$ cat config.mk
export PLATFORM = sky130hd
export DESIGN_NAME = apb_master_bridge
export DESIGN_NICKNAME = d
export VERILOG_FILES = /design/src/rtl/apb_master_pkg.sv /design/src/rtl/apb_access_timer.sv /design/src/rtl/apb_master_bridge.sv
export SDC_FILE = /design/constraint.sdc
export NUM_CORES = 1
export LEC_CHECK = 0
export CAP_MARGIN = 10
export CORE_ASPECT_RATIO = 0.6
export CORE_MARGIN = 2
export CORE_UTILIZATION = 32
export DETAILED_ROUTE_END_ITERATION = 16
export GPL_TIMING_DRIVEN = 0
export PLACE_DENSITY = 0.75
export SLEW_MARGIN = 20
export SYNTH_ARGS = -nofsm -noshare
export SYNTH_HDL_FRONTEND = slang
export SYNTH_SLANG_ARGS = --single-unit
$ cat constraint.sdc
create_clock -name PCLK -period 2 [get_ports PCLK]
set_input_delay 0.4 -clock PCLK [delete_from_list [all_inputs] [get_ports PCLK]]
set_output_delay 0.4 -clock PCLK [all_outputs]
set_load 0.005 [all_outputs]
$ cat src/rtl/apb_master_pkg.sv
// apb_master_pkg: shared types for the APB requester bridge.
//   - default APB address/data widths
//   - transfer FSM state encoding
//   - response bundle (rdata, err, timeout) at default widths for host-side code
package apb_master_pkg;

  localparam int APB_ADDR_W = 3;
  localparam int APB_DATA_W = 32;

  typedef enum logic [1:0] {
    ST_IDLE   = 2'd0,
    ST_SETUP  = 2'd1,
    ST_ACCESS = 2'd2,
    ST_RESP   = 2'd3
  } apb_state_e;

  typedef struct packed {
    logic [APB_DATA_W-1:0] rdata;
    logic                  err;
    logic                  timeout;
  } apb_rsp_t;

endpackage

$ cat src/rtl/apb_access_timer.sv
// apb_access_timer: counts ACCESS-phase wait cycles for the APB bridge.
// Ports:
//   clk, rst_n  - clock, async active-low reset
//   clear       - zero the count (asserted in the cycle before ACCESS)
//   enable      - count one wait cycle
//   expired     - count has reached TIMEOUT_CYCLES-1
// Only instantiated when APB_MASTER_TIMEOUT_EN is defined.
module apb_access_timer #(
  parameter int TIMEOUT_CYCLES = 16
) (
  input  logic clk,
  input  logic rst_n,
  input  logic clear,
  input  logic enable,
  output logic expired
);

  localparam int CW = $clog2(TIMEOUT_CYCLES + 1);
  localparam logic [CW-1:0] LAST = CW'(TIMEOUT_CYCLES - 1);

  logic [CW-1:0] cnt;

  always_ff @(posedge clk or negedge rst_n) begin
    if (!rst_n)      cnt <= '0;
    else if (clear)  cnt <= '0;
    else if (enable) cnt <= cnt + 1'b1;
  end

  assign expired = (cnt == LAST);

endmodule

$ cat src/rtl/apb_master_bridge.sv
// apb_master_bridge: valid/ready command channel -> single APB transfer
// (SETUP + ACCESS) -> valid/ready response channel. One transfer in flight.
// Ports:
//   PCLK, PRESETn                    - clock, async active-low reset
//   cmd_valid/ready/write/addr/wdata - command channel (accepted only in IDLE)
//   rsp_valid/ready/rdata/err/timeout- response channel (held until rsp_ready)
//   PADDR/PSEL/PENABLE/PWRITE/PWDATA - registered APB request outputs
//   PREADY/PRDATA/PSLVERR            - APB completion inputs
//   xfer_count                       - completed transfers, wraps
// Optional: define APB_MASTER_TIMEOUT_EN to abort ACCESS after
// TIMEOUT_CYCLES cycles without PREADY (reported as err + timeout).
module apb_master_bridge
  import apb_master_pkg::*;
#(
  parameter int ADDR_W         = APB_ADDR_W,
  parameter int DATA_W         = APB_DATA_W,
  parameter int TIMEOUT_CYCLES = 16,
  parameter int CNT_W          = 16
) (
  input  logic              PCLK,
  input  logic              PRESETn,
  input  logic              cmd_valid,
  output logic              cmd_ready,
  input  logic              cmd_write,
  input  logic [ADDR_W-1:0] cmd_addr,
  input  logic [DATA_W-1:0] cmd_wdata,
  output logic              rsp_valid,
  input  logic              rsp_ready,
  output logic [DATA_W-1:0] rsp_rdata,
  output logic              rsp_err,
  output logic              rsp_timeout,
  output logic [ADDR_W-1:0] PADDR,
  output logic              PSEL,
  output logic              PENABLE,
  output logic              PWRITE,
  output logic [DATA_W-1:0] PWDATA,
  input  logic              PREADY,
  input  logic [DATA_W-1:0] PRDATA,
  input  logic              PSLVERR,
  output logic [CNT_W-1:0]  xfer_count
);

  // Response bundle at this instance's data width.
  typedef struct packed {
    logic [DATA_W-1:0] rdata;
    logic              err;
    logic              timeout;
  } rsp_t;

  apb_state_e state;
  rsp_t       rsp_q;
  logic       tmo;

  assign cmd_ready   = (state == ST_IDLE);
  assign rsp_rdata   = rsp_q.rdata;
  assign rsp_err     = rsp_q.err;
  assign rsp_timeout = rsp_q.timeout;

`ifdef APB_MASTER_TIMEOUT_EN
  logic expired;

  apb_access_timer #(.TIMEOUT_CYCLES(TIMEOUT_CYCLES)) u_timer (
    .clk     (PCLK),
    .rst_n   (PRESETn),
    .clear   (state == ST_SETUP),
    .enable  ((state == ST_ACCESS) && !PREADY),
    .expired (expired)
  );

  // PREADY in the expiry cycle takes priority (normal completion path).
  assign tmo = expired && !PREADY;
`else
  localparam int unused_timeout_cycles = TIMEOUT_CYCLES;
  assign tmo = 1'b0;
`endif

  always_ff @(posedge PCLK or negedge PRESETn) begin
    if (!PRESETn) begin
      state      <= ST_IDLE;
      PADDR      <= '0;
      PSEL       <= 1'b0;
      PENABLE    <= 1'b0;
      PWRITE     <= 1'b0;
      PWDATA     <= '0;
      rsp_valid  <= 1'b0;
      rsp_q      <= '0;
      xfer_count <= '0;
    end else begin
      unique case (state)
        ST_IDLE: if (cmd_valid) begin
          PADDR  <= cmd_addr;
          PWRITE <= cmd_write;
          PWDATA <= cmd_wdata;
          PSEL   <= 1'b1;          // visible in the SETUP cycle
          state  <= ST_SETUP;
        end
        ST_SETUP: begin
          PENABLE <= 1'b1;
          state   <= ST_ACCESS;
        end
        ST_ACCESS: if (PREADY) begin
          PSEL          <= 1'b0;
          PENABLE       <= 1'b0;
          rsp_q.rdata   <= PWRITE ? '0 : PRDATA;
          rsp_q.err     <= PSLVERR;
          rsp_q.timeout <= 1'b0;
          rsp_valid     <= 1'b1;
          xfer_count    <= xfer_count + 1'b1;
          state         <= ST_RESP;
        end else if (tmo) begin
          PSEL          <= 1'b0;
          PENABLE       <= 1'b0;
          rsp_q.rdata   <= '0;
          rsp_q.err     <= 1'b1;
          rsp_q.timeout <= 1'b1;
          rsp_valid     <= 1'b1;
          xfer_count    <= xfer_count + 1'b1;
          state         <= ST_RESP;
        end
        ST_RESP: if (rsp_ready) begin
          rsp_valid <= 1'b0;
          state     <= ST_IDLE;
        end
        default: state <= ST_IDLE;
      endcase
    end
  end

endmodule
==> flow_summary.toml, run 1 <==
[route]
vias = 2825
wl_per_cell_um = 14.48
via_per_inst = 4.387
drt_iter0_drc = 72
wirelength_mm = 9.325
drcViolationCount = 0
drtAntennaViolNets = 0
dr.pass1.iters = 4

[sta]
timing.final.crit_period_ns = 1.898
drv_slew = 0
skew_ns = 0.007613
hold_violations = 0
clock.fmax_mhz = 526.8
setup_ws_ns = 0.1019
finalCritPeriodShare_pct = 94.91
rsz0062_at_grt = "no"
finalSetupViolCount = 0
hold_ws_ns = 0.4734

[critical_path]
worstSetupPathType = "reg2out"
cp_slowest_cell = "clkdlybuf4s50_1"
critPathLaunchType = "flop"
end_kind = "primary output"
r2r_setup_slack_ns = 0.21
cp.required_ns = 1.60
cp_cell_sequence = "inv_2 -> ha_4 -> clkdlybuf4s50_1"
r2r-start = "state[0]"
cp_data_arrival_time_ns = 1.50
crit_path_max_fanout = 4
startpoint = "state[0]"
worst_path_largest_cell_delay_ns = 0.50

[synthesis]
ys_types = 32
yosysMostFrequentCell = "dfrtp_1"
async_flop_share_pct = 100.0
synth_top_area_share_pct = 60.54
synthTopCellsByCount = "90 x dfrtp_1, 43 x nand2_1, 38 x mux2_2, 38 x o21ai_0, 32 x nand2b_1"
syn_nets = 385
ys_seq_elements = 90
syn-cell-area_um2 = 3720
ys.flop_type = "dfrtp_1"
synth_edf_count = 0
ys_warn_count = 0
yosysSeqAreaShare_pct = 60.54
syn_avg_cell_area_um2 = 12.20
yosysTopAreaCell = "dfrtp_1"
ys_top_cells_by_area = "dfrtp_1 61%, mux2_2 12%, nand2b_1 5.4%"
syn_inst = 305

[pwr]
power_leakage_nw = 2.513
vdd_drop_max_mv = 0.6489
power_density_nw_per_um2 = 1400

[finish]
layout.cells.non_filler = 644
area_growth_pct = 59.00
final_util_pct = 52.35
multi_input_comb_area_um2 = 1390
drive_gt1_share_pct = 15.70
diodes = 0
final-seq-area_um2 = 2252
nFillCells = 987
fin_nets = 560

[clock_network]
cts_sinks = 90
numCtsBuffers = 9
cts_root_buf = "clkbuf_16"
cts_setup_buffers = 0
tritoncts = "done"
clk_pin_slew_ns = 0.06
clkLatencyLatePin_ns = 0.33
htree_num_levels = 3
clockBufferDepth = 2

[placed_design]
gp_congestion = 0.7424
place_hpwl_mm = 7.098
pre_cts_slack_ns = -0.1716
port_buffers = 162
placed_cells = 628

[floorplanning]
start_util_pct = 32.92
fp.dieW_um = 143.2
die_area_um2 = 12530
rows = 30
io_pins = 164
design.core.area_um2 = 11300
die_height_um = 87.52

[global_route]
first_global_vias = 2852
grt_max_degree = 47
antenna_found_initial = 0
grt_first_pass_wirelength_mm = 14.75
grt_use_total_pct = 15.34
grt_overflow = 0

[status]
run_status = "finished clean"

[worst_hold_path]
hold_start = "xfer_count[15]"
hold_path.class = "reg2reg"

[job]
maxCapViolations = 0
[final timing paths]
path                                   to  depth (start not counted)
max in group asynchronous          PWRITE                          3
max                             cmd_ready                          3
min reg2reg                xfer_count[15]                          1
min                        xfer_count[15]                          1
max reg2reg                 rsp_rdata[22]                          7
min in group asynchronous   xfer_count[7]                          2
[registers in the layout, indices dropped and copies added, names as in the netlist]
| name | flops |
|---|---|
| rsp_valid | 1 |
| rsp_rdata | 32 |
| PENABLE | 1 |
| PWRITE | 1 |
| PADDR | 3 |
| state | 2 |
| PWDATA | 32 |
| xfer_count | 16 |
| rsp_err | 1 |
| PSEL | 1 |
[layout by cell type (no fill, tap or decap), types with 2 or more instances in the layout]
master           netlist  routed
clkdlybuf4s50_1        0     161
dfrtp_1               90      90
nand2_1               43      42
mux2_2                38      38
o21ai_0               38      38
nand2b_1              32      32
xnor2_1               11      11
clkbuf_16              0       9
buf_2                  8       8
clkbuf_1               5       6
ha_1                   6       5
xor2_1                 4       4
nand4_1                3       3
nor2_1                 3       3
inv_2                  0       2
buf_6                  1       2
nand3_1                2       2
inv_1                  4       2
bufinv_16              0       2
[through the flow]
stage | area [um2] | power [mW] | TNS (ns)
floorplan | 3720 | 4.391 | 0
global placement | 5542 | 6.376 | -253.74
detailed placement | 5570 | 6.523 | -4.901
CTS | 5902 | 8.385 | 0
global route | 5914 | 8.848 | 0
finish | 5914 | 8.278 | 0
[repair_timing]
| action | 4_1_cts | 5_1_grt |
|---|---|---|
| endpoints found under the hold margin | 3 | 0 |
| hold buffers | 1 | 0 |
| endpoints found under the setup margin | 5 | 28 |
| gates resized for setup | 2 | 3 |
[per-layer routing]
layer	vias up	routed length [um]	GRT usage, %
met5	-	0	0
met4	0	87	4.410
met3	11	874	6.652
met2	107	4044	22.88
met1	1343	4319	20.46
li1	1364	-	-
[critical path, delay by kind of cell (launching register included)]
kind | cells | cell delay, ns
adders and majority gates | 1 | 0.15
buffers and inverters | 2 | 0.61
DFF | 1 | 0.41
[where the power goes]
group          leakage [nW]  switching [mW]  internal [mW]  total, mW
clock                 0.152           0.681           1.12       1.81
sequential             1.12           0.462           2.60       3.06
combinational          1.24            1.23           2.19       3.41
total                  2.51            2.37           5.91       8.28
[kinds of logic after synthesis]
group	Yosys count	synth area share [%]
AND/OR/NAND/NOR	94	13.69
flip-flops	90	60.54
AO/OA/AOI/OAI	42	6.122
multiplexers	38	11.50
buffers and inverters	19	2.489
XOR/XNOR	15	3.532
adder cells (fa/ha/maj)	6	2.018
other	1	0.1008
[final cells by class]
cell class                 count  area share, %
multi-input combinational    196          23.50
sequential                    90          38.08
clock inverter                 4          1.290
tap                          160          3.385
buffer                        15          1.312
clock buffer                  11          4.104
inverter                       4         0.2539
timing repair buffer         164          28.07
Power figures use the tool's default switching activity.
==> run 2: changes to the inputs <==
--- a/config.mk
+++ b/config.mk
@@ -9,6 +9,7 @@
 export CORE_ASPECT_RATIO = 0.6
 export CORE_MARGIN = 2
 export CORE_UTILIZATION = 32
+export CTS_CLUSTER_SIZE = 28
 export DETAILED_ROUTE_END_ITERATION = 16
 export GPL_TIMING_DRIVEN = 0
 export PLACE_DENSITY = 0.75
==> results of run 2 <==
The final DEF is identical to that of run 1; final timing and power are the same.
==> run 3: changes to the inputs <==
--- a/config.mk
+++ b/config.mk
@@ -5,7 +5,7 @@
 export SDC_FILE = /design/constraint.sdc
 export NUM_CORES = 1
 export LEC_CHECK = 0
-export CAP_MARGIN = 10
+export CAP_MARGIN = 30
 export CORE_ASPECT_RATIO = 0.6
 export CORE_MARGIN = 2
 export CORE_UTILIZATION = 32
==> results of run 3 <==
The final DEF is identical to that of run 1; final timing and power are the same.
==> RTL change, RTL diff (flow settings as in run 2) <==
Register the outputs `rsp_err` and `rsp_timeout`, with the module's reset; this adds one clock of latency there. The other outputs are not delayed to match.
--- a/src/rtl/apb_master_bridge.sv
+++ b/src/rtl/apb_master_bridge.sv
@@ -53,8 +53,15 @@
 
   assign cmd_ready   = (state == ST_IDLE);
   assign rsp_rdata   = rsp_q.rdata;
-  assign rsp_err     = rsp_q.err;
-  assign rsp_timeout = rsp_q.timeout;
+  always_ff @(posedge PCLK or negedge PRESETn) begin
+    if (!PRESETn) begin
+      rsp_err     <= '0;
+      rsp_timeout <= '0;
+    end else begin
+      rsp_err     <= rsp_q.err;
+      rsp_timeout <= rsp_q.timeout;
+    end
+  end
 
 `ifdef APB_MASTER_TIMEOUT_EN
   logic expired;
Function: changed (a bounded check fails within 4 cycles, from zero or initial values and one cycle with PRESETn low).
==> RTL change against run 2 <==
  * Cell area increased by 4.9%
  * Total power increased by 6.1%
  * Sequential cell count increased by 1
  * Combinational power increased by 12%
  * First-iteration DRC count increased by 36%
  * Area after synthesis increased by 7.1%
  * Via count increased by 4.8%
  * Routed wire length increased by 5.7%
  * Synthesized cell count increased by 11%
  * Setup slack improved by 0.0063 ns
  * Critical path depth increased by 2
  * Critical path type is now register to register
==> RTL change: results (changes against run 2) <==
Place
  – Input/output buffers: 162 (unchanged)
  – Pre-CTS WS: -0.142 ns (+0.0301 ns)
  – Cell area after placement: 5840 sq um (+4.9%)
  – Dpl hpwl: 7.31 mm (+2.9%)
  – Final Wtd Congestion: 0.775 (+4.4%)

Clock network
  – Clock input transition at the sequential cells of the worst setup and hold paths: 0.07 ns
  – Worst-Skew Late Latency: 0.33 ns (about the same)

Worst setup path
  – R2R setup slack: 0.11 ns (-0.10 ns)
  – Reg2reg end: PWDATA[12]
  – Reg2Reg Depth: 5 (-2)
  – Max FO, Critical Path: 10 (+6)
  – FF-to-FF Start: state[1]
  – CP arrival: 2.10 ns (+0.60 ns)

Global route
  – First-pass GRT wire length: 15.8 mm (+6.9%)
  – Vias in the first global route: 2935 (+2.9%)
  – Gr usage total: 15.0% (-0.39 points)
  – Largest net degree at the start of global routing: 54 (+15%)

Route
  – Drt wl/cell: 14.4 um (-0.59%)
  – DR vias: 2961 (+4.8%)
  – Drt first pass iters: 4 (unchanged)
  – DR iter-0 viols: 98 (+36%)

Yosys
  – Synth area leaders: dfrtp_1 57%, mux2_2 11%, buf_4 6.2%
  – Post-synth top cells: 91 x dfrtp_1, 43 x nand2_1, 38 x mux2_2, 38 x o21ai_0, 33 x buf_4
  – Sequential share of the synthesized area: 57.1% (-3.4 points)
  – Post-synthesis net count: 418 (+8.6%)

Power and ir drop
  – Worst IR drop on VDD: 515 uV (-21%)
  – Leak: 0.00272 uW (+8.2%)

Min path
  – Hold path depth: 0 (-1)
  – Hold Crit Endpoint: rsp_err
  – Min-delay src: rsp_q[1]

Cells and area
  – Fraction of layout cells with a size suffix above 1: 21.3% (+5.6 points)
  – Nets: 595 (+6.3%)

STA
  – Fin Clk Skew: 0.00453 ns (-0.00308 ns)

Run status
  – Outcome: finished, final reports clean
[RTL change: how the worst max path moves through the flow]
stage	depth (start not counted)	start	to	slack, ns
2_1_floorplan	5	state[0]	PADDR[0]	0.41
3_3_place_gp	1	PRESETn	xfer_count[6]	-2.79
3_5_place_dp	4	cmd_valid	PWDATA[12]	-0.14
4_1_cts	3	state[0]	cmd_ready	0.03
5_1_grt	5	state[1]	PWDATA[12]	0.006
6_report	5	state[1]	PWDATA[12]	0.11
[RTL change: per-layer routing]
| layer | vias up | wire (um) | track usage, % |
|---|---|---|---|
| met5 | - | 0 | 0 |
| li1 | 1441 | - | - |
| met2 | 95 | 4400 | 22.2 |
| met1 | 1419 | 4710 | 21.0 |
| met4 | 0 | 31 | 2.62 |
| met3 | 6 | 720 | 5.71 |
[RTL change: worst max-delay path: stages (launching register included)]
cell	delay (ns)
dfrtp_1	0.38
inv_2	0.07
ha_2	0.18
nand2_1	0.39
buf_2	0.35
mux2_2	0.38
[RTL change: layout make-up]
class                   count  area (sq um)
fillers                  1085          5900
well taps                 165           206
clock inverters             6          93.8
inverters                   4          15.0
plain buffers              47           318
flip-flops and latches     91          2280
repair buffers            166          1680
clock buffers              10           239
multi-input cells         196          1380
[RTL change: timing repair]
item,4_1_cts,5_1_grt
pin swaps,0,0
setup buffers,0,2
setup endpoints to repair,1,23
hold buffers,1,0
gates resized for setup,3,1
hold endpoints to repair,38,0
[RTL change: power breakdown]
part / switching (uW) / internal (uW)
sequential: 468 / 2630
clock: 722 / 1140
combinational: 1300 / 2520
total: 2490 / 6290
[RTL change: cells by family after synthesis]
group | synth area share, %
buffers and inverters | 8.35
AO/OA/AOI/OAI | 5.71
adder cells (fa/ha/maj) | 1.88
XOR/XNOR | 3.30
multiplexers | 10.7
flip-flops | 57.1
AND/OR/NAND/NOR | 12.8
other | 0.0941
[RTL change: stage by stage]
step	utilization [%]	cells	total power [uW]	TNS, ns	hold slack [ns]
floorplan	-	338	4810	0	0.104
global placement	48.0	665	6830	-256.68	0.365
detailed placement	48.3	666	6960	-3.79	0.336
CTS	51.1	683	8900	0	0.388
global route	51.3	685	9370	0	0.398
finish	51.3	685	8780	0	0.382
